[src/rtl/urv_pipe_ctrl_if.sv]
// Pipeline-control bundle between the uRV stage instances (master) and urv_pipe_ctrl (slave).
// Carries stall/valid requests in and per-stage stall/kill, halt status and perf counters out.
interface urv_pipe_ctrl_if #(
  parameter int g_num_stages = 4
);
  logic [g_num_stages-1:0] stall_req_i;
  logic [g_num_stages-1:0] valid_i;
  logic                    bra_i;
  logic                    flush_i;
  logic                    halt_req_i;
  logic                    resume_i;
  logic                    perf_clr_i;
  logic [g_num_stages-1:0] stall_o;
  logic [g_num_stages-1:0] kill_o;
  logic                    halted_o;
  logic [31:0]             perf_stall_cnt_o;
  logic [31:0]             perf_kill_cnt_o;

  modport master (
    output stall_req_i, valid_i, bra_i, flush_i, halt_req_i, resume_i, perf_clr_i,
    input  stall_o, kill_o, halted_o, perf_stall_cnt_o, perf_kill_cnt_o
  );

  modport slave (
    input  stall_req_i, valid_i, bra_i, flush_i, halt_req_i, resume_i, perf_clr_i,
    output stall_o, kill_o, halted_o, perf_stall_cnt_o, perf_kill_cnt_o
  );
endinterface

[src/rtl/urv_pipe_ctrl.sv]
// uRV pipeline control: stall aggregation, branch kill shadow, debug halt/drain, flush; URV_PIPE_PERF_CNT_EN adds perf counters.
// stall_o/kill_o are combinational from inputs and state; halted_o and counters update one cycle after their cause.
module urv_pipe_ctrl #(
  parameter int         g_num_stages      = 4,
  parameter int         g_branch_stage    = 2,
  parameter logic [7:0] g_self_stall_mask = 8'b0000_1100
) (
  input  logic           clk_i,
  input  logic           rst_i,
  urv_pipe_ctrl_if.slave pipe
);
  localparam int N = g_num_stages;
  localparam int B = g_branch_stage;

  typedef enum logic [1:0] {
    ST_RUN    = 2'd0,
    ST_DRAIN  = 2'd1,
    ST_HALTED = 2'd2
  } state_t;

  state_t       state_q;
  logic         halted_q;
  logic [B-1:0] sr_q;
  logic [N-1:0] stall;
  logic [N-1:0] kill;
  logic         pipe_empty;
  logic         unused_valid0;

  // Fetch validity does not matter for draining: fetch is frozen outside RUN.
  assign unused_valid0 = pipe.valid_i[0];
  assign pipe_empty    = ~|pipe.valid_i[N-1:1] && ~|pipe.stall_req_i;

  always_comb begin
    stall = '0;
    for (int s = 0; s < N; s++) begin
      for (int k = s + 1; k < N; k++) begin
        stall[s] = stall[s] | pipe.stall_req_i[k];
      end
      stall[s] = stall[s] | (g_self_stall_mask[s] & pipe.stall_req_i[s]);
    end
    if (state_q != ST_RUN) begin
      stall[0] = 1'b1;
    end
  end

  always_comb begin
    kill = '0;
    for (int s = 1; s <= B; s++) begin
      kill[s] = pipe.bra_i;
      for (int i = 0; i < s; i++) begin
        kill[s] = kill[s] | sr_q[i];
      end
    end
    if (pipe.flush_i) begin
      kill[N-1:1] = '1;
    end
  end

  assign pipe.stall_o  = stall;
  assign pipe.kill_o   = kill;
  assign pipe.halted_o = halted_q;

  // The shadow only advances when the branch stage moves, so a stalled branch keeps its wake aligned.
  always_ff @(posedge clk_i or posedge rst_i) begin
    if (rst_i) begin
      sr_q <= '0;
    end else if (!stall[B]) begin
      sr_q[0] <= pipe.bra_i;
      for (int i = 1; i < B; i++) begin
        sr_q[i] <= sr_q[i-1];
      end
    end
  end

  always_ff @(posedge clk_i or posedge rst_i) begin
    if (rst_i) begin
      state_q  <= ST_RUN;
      halted_q <= 1'b0;
    end else begin
      case (state_q)
        ST_RUN: begin
          if (pipe.halt_req_i) begin
            state_q <= ST_DRAIN;
          end
        end
        ST_DRAIN: begin
          if (!pipe.halt_req_i) begin
            state_q <= ST_RUN;
          end else if (pipe_empty) begin
            state_q  <= ST_HALTED;
            halted_q <= 1'b1;
          end
        end
        ST_HALTED: begin
          if (pipe.resume_i) begin
            state_q  <= ST_RUN;
            halted_q <= 1'b0;
          end
        end
        default: begin
          state_q  <= ST_RUN;
          halted_q <= 1'b0;
        end
      endcase
    end
  end

`ifdef URV_PIPE_PERF_CNT_EN
  logic [31:0] perf_stall_cnt_q;
  logic [31:0] perf_kill_cnt_q;

  always_ff @(posedge clk_i or posedge rst_i) begin
    if (rst_i) begin
      perf_stall_cnt_q <= '0;
      perf_kill_cnt_q  <= '0;
    end else if (pipe.perf_clr_i) begin
      perf_stall_cnt_q <= '0;
      perf_kill_cnt_q  <= '0;
    end else begin
      if (state_q == ST_RUN && stall[0]) begin
        perf_stall_cnt_q <= perf_stall_cnt_q + 32'd1;
      end
      if (|kill) begin
        perf_kill_cnt_q <= perf_kill_cnt_q + 32'd1;
      end
    end
  end

  assign pipe.perf_stall_cnt_o = perf_stall_cnt_q;
  assign pipe.perf_kill_cnt_o  = perf_kill_cnt_q;
`else
  logic unused_perf_clr;

  assign unused_perf_clr       = pipe.perf_clr_i;
  assign pipe.perf_stall_cnt_o = 32'h0;
  assign pipe.perf_kill_cnt_o  = 32'h0;
`endif

endmodule

[src/flat_wrapper.sv]
// flat-port wrapper written by rule: the top's interface ports become plain ports
module urv_pipe_ctrl_flat 
#(
  parameter int         g_num_stages      = 4,
  parameter int         g_branch_stage    = 2,
  parameter logic [7:0] g_self_stall_mask = 8'b0000_1100
)
  (clk_i, rst_i, pipe_stall_req_i, pipe_valid_i, pipe_bra_i, pipe_flush_i, pipe_halt_req_i, pipe_resume_i, pipe_perf_clr_i, pipe_stall_o, pipe_kill_o, pipe_halted_o, pipe_perf_stall_cnt_o, pipe_perf_kill_cnt_o);
  urv_pipe_ctrl_if #(.g_num_stages(g_num_stages)) pipe_i ();
  input  logic clk_i;
  input  logic rst_i;
  input wire logic [$bits(pipe_i.stall_req_i)-1:0] pipe_stall_req_i;
  input wire logic [$bits(pipe_i.valid_i)-1:0] pipe_valid_i;
  input wire logic [$bits(pipe_i.bra_i)-1:0] pipe_bra_i;
  input wire logic [$bits(pipe_i.flush_i)-1:0] pipe_flush_i;
  input wire logic [$bits(pipe_i.halt_req_i)-1:0] pipe_halt_req_i;
  input wire logic [$bits(pipe_i.resume_i)-1:0] pipe_resume_i;
  input wire logic [$bits(pipe_i.perf_clr_i)-1:0] pipe_perf_clr_i;
  output wire logic [$bits(pipe_i.stall_o)-1:0] pipe_stall_o;
  output wire logic [$bits(pipe_i.kill_o)-1:0] pipe_kill_o;
  output wire logic [$bits(pipe_i.halted_o)-1:0] pipe_halted_o;
  output wire logic [$bits(pipe_i.perf_stall_cnt_o)-1:0] pipe_perf_stall_cnt_o;
  output wire logic [$bits(pipe_i.perf_kill_cnt_o)-1:0] pipe_perf_kill_cnt_o;
  assign pipe_i.stall_req_i = pipe_stall_req_i;
  assign pipe_i.valid_i = pipe_valid_i;
  assign pipe_i.bra_i = pipe_bra_i;
  assign pipe_i.flush_i = pipe_flush_i;
  assign pipe_i.halt_req_i = pipe_halt_req_i;
  assign pipe_i.resume_i = pipe_resume_i;
  assign pipe_i.perf_clr_i = pipe_perf_clr_i;
  assign pipe_stall_o = pipe_i.stall_o;
  assign pipe_kill_o = pipe_i.kill_o;
  assign pipe_halted_o = pipe_i.halted_o;
  assign pipe_perf_stall_cnt_o = pipe_i.perf_stall_cnt_o;
  assign pipe_perf_kill_cnt_o = pipe_i.perf_kill_cnt_o;
  urv_pipe_ctrl #(.g_num_stages(g_num_stages), .g_branch_stage(g_branch_stage), .g_self_stall_mask(g_self_stall_mask)) u_core (.clk_i(clk_i), .rst_i(rst_i), .pipe(pipe_i));
endmodule
[config.mk]
export PLATFORM = sky130hd
export DESIGN_NAME = urv_pipe_ctrl_flat
export DESIGN_NICKNAME = d
export VERILOG_FILES = /design/src/rtl/urv_pipe_ctrl_if.sv /design/src/rtl/urv_pipe_ctrl.sv /design/src/flat_wrapper.sv
export SDC_FILE = /design/constraint.sdc
export NUM_CORES = 1
export LEC_CHECK = 0
export ABC_AREA = 1
export BUFFER_PORTS_ARGS = -buffer_cell sky130_fd_sc_hd__buf_4
export CORE_MARGIN = 2
export CORE_UTILIZATION = 38
export CTS_BUF_LIST = sky130_fd_sc_hd__clkbuf_2
export DETAILED_ROUTE_END_ITERATION = 10
export PLACE_DENSITY = 0.88
export REMOVE_ABC_BUFFERS = 1
export SKIP_CTS_REPAIR_TIMING = 1
export SLEW_MARGIN = 25
export SYNTH_ARGS = -nofsm -noshare
export SYNTH_HDL_FRONTEND = slang
export SYNTH_SLANG_ARGS = --single-unit
[constraint.sdc]
create_clock -name clk_i -period 1.3 [get_ports clk_i]
set_input_delay 0.065 -clock clk_i [delete_from_list [all_inputs] [get_ports clk_i]]
set_output_delay 0.065 -clock clk_i [all_outputs]
set_load 0.1 [all_outputs]
==> out/metrics.yaml <==
final_hold_viol_count: 0
p_leak_nw: 0.499
num_rows: 16
multi_input_area_um2: 377
period_share_pct: 90.0
p_total_w: 0.00134
netSwitchingFraction_pct: 77.5
worst_setup_path_end_kind: "output pin"
start_kind: "register"
route.detailed.drc: 0
cp_max_fo: 3
skew_ns: 0.00502
status: "completed"
crit_required_ns: 1.24
clk_latency_ns: 0.22
cts-root-buf: "clkbuf_2"
post_drt_wl_per_cell_um: 6.19
cts-buffers-inserted: 3
syn_area_um2: 821
syn_inst: 114
intPower_w: 0.000301
num_vias: 511
antenna_found_initial: 0
layout_commonest_cell: "conb_1"
clkTransAtPathRegs_ns: 0.07
gp_congestion: 0.678
crit_type: "reg -> out"
synth_cell_types: 13
final_cell_mix: "conb_1 (65), buf_4 (19), inv_1 (13), nand2_1 (9), nand3_1 (6)"
place_area_um2: 734
slew_violations: 0
dr.pass1.iters: 2
min_period_ns: 1.17
switchingPower_w: 0.00104
synth-seq-cells: 5
final_cell_area_um2: 768
grt_pass1_vias: 345
p_clk_share_pct: 10.3
max_freq_mhz: 855
clkSinkCount: 5
rrSetupSlack_ns: 0.32
drtIter0Drc: 4
grt-ovfl-total: 0
grt_max_degree: 8
setup_violations: 0
cts_max_path_buffers: 2
grt_pass1_wl_mm: 1.35
num_antenna_cells: 0
htreeDepth: 1
grt_usage_pct: 7.17
power_density_nw_per_um2: 1740
power_frac_comb_pct: 76.5
drv_cap: 0
fin_setup_tns_ns: 0
start_util_pct: 41.0
die_y_um: 50.5
nFillCells: 231
cts_tree: "done"
sequentialPowerShare_pct: 13.2
yosysWarnings: 0
area_growth_pct: -6.40
die_width_um: 50.5
core_um2: 2000
syn_area_per_cell_um2: 7.20
ios: 88
ys_seq_area_share_pct: 15.2
portBuffers: 20
drive_gt1_share_pct: 20.0
crit_arrival_ns: 1.11
totalWireLength_mm: 1.00
seq_area_um2: 125
min_path_type: "in -> reg"
rsz0062_at_grt: "false"
nets: 151
irDropWorstVdd_uv: 658
vias_per_cell: 3.15
postRouteAntennaNets: 0
dp_hpwl_um: 929
die-area_um2: 2550
==> stage by stage <==
stage | setup WS [ns] | hold WS, ns | cells | util [%]
after floorplan | -0.0922 | -0.156 | 110 | -
after global placement | 0.365 | -0.0263 | 157 | 36.7
after detailed placement | 0.354 | -0.0137 | 157 | 36.7
after CTS | 0.0833 | -0.267 | 161 | 37.7
after global routing | 0.00327 | 0.0423 | 162 | 38.4
final | 0.130 | 0.0648 | 162 | 38.4
==> registers in the layout, indices dropped and copies added (netlist names) <==
register and cells:
u_core.pipe.halted_o 1, u_core.state_q 2, u_core.sr_q 2
==> critical path, cell delays in order, from the launching register on <==
cell and delay [ns]:
dfrtp_1 0.38, inv_1 0.09, nand2_1 0.08, inv_1 0.06, nand3_1 0.08, buf_6 0.20
==> cell families (layout without fill, tap and decap cells) <==
group / after synthesis / in the layout / share of synthesized area [%]
AO/OA/AOI/OAI: 5 / 5 / 3.05
other: 1 / 65 / 0.457
buffers and inverters: 81 / 38 / 68.1
AND/OR/NAND/NOR: 22 / 22 / 13.1
flip-flops: 5 / 5 / 15.2
==> layer usage <==
metal / up-vias / global-route usage (%) / part of all wire, %
met1: 211 / 7.50 / 32
met2: 49 / 12.3 / 53
met5: - / 0 / 0
li1: 251 / - / -
met3: 0 / 2.68 / 15
met4: 0 / 4.05 / 0
==> power groups by stage <==
stage	combinational (W)	clock (W)	sequential [W]
after floorplan	0.000927	0	0.000181
after global placement	0.00101	0	0.000178
after detailed placement	0.00102	0	0.000180
after CTS	0.00102	0.000147	0.000177
after global routing	0.00105	0.000162	0.000179
final	0.00102	0.000138	0.000176
==> path summary, 6_finish.rpt <==
| check | from | endpoint | cells after the start |
|---|---|---|---|
| max | u_core.state_q[0] | pipe_stall_o[0] | 5 |
| min | pipe_bra_i | u_core.sr_q[0] | 3 |
| max reg2reg | u_core.state_q[0] | u_core.pipe.halted_o | 7 |
| min reg2reg | u_core.pipe.halted_o | u_core.pipe.halted_o | 2 |
| max in group asynchronous | rst_i | u_core.pipe.halted_o | 3 |
| min in group asynchronous | rst_i | u_core.sr_q[0] | 3 |
==> final cells by class <==
type                            instances  area share, %
Clock buffer                            3           1.95
Clock inverter                          1          0.651
Inverter                               13           6.35
Multi-Input combinational cell         92           49.0
Sequential cell                         5           16.3
Tap cell                               27           4.40
Timing Repair Buffer                   21           21.3
==> synth_stat cells <==
library cell / count / area share [%]
nand2_1: 9 / 4.1
dfrtp_1: 5 / 15
nor2_1: 2 / 0.91
nor2_4: 1 / 1.4
nand3_1: 6 / 3.7
nand4_1: 2 / 1.5
inv_1: 13 / 5.9
conb_1: 1 / 0.46
nand2_2: 1 / 0.76
o21ai_1: 1 / 0.61
nor2_2: 1 / 0.76
o21ai_0: 4 / 2.4
buf_4: 68 / 62
Power figures use the tool's default switching activity.
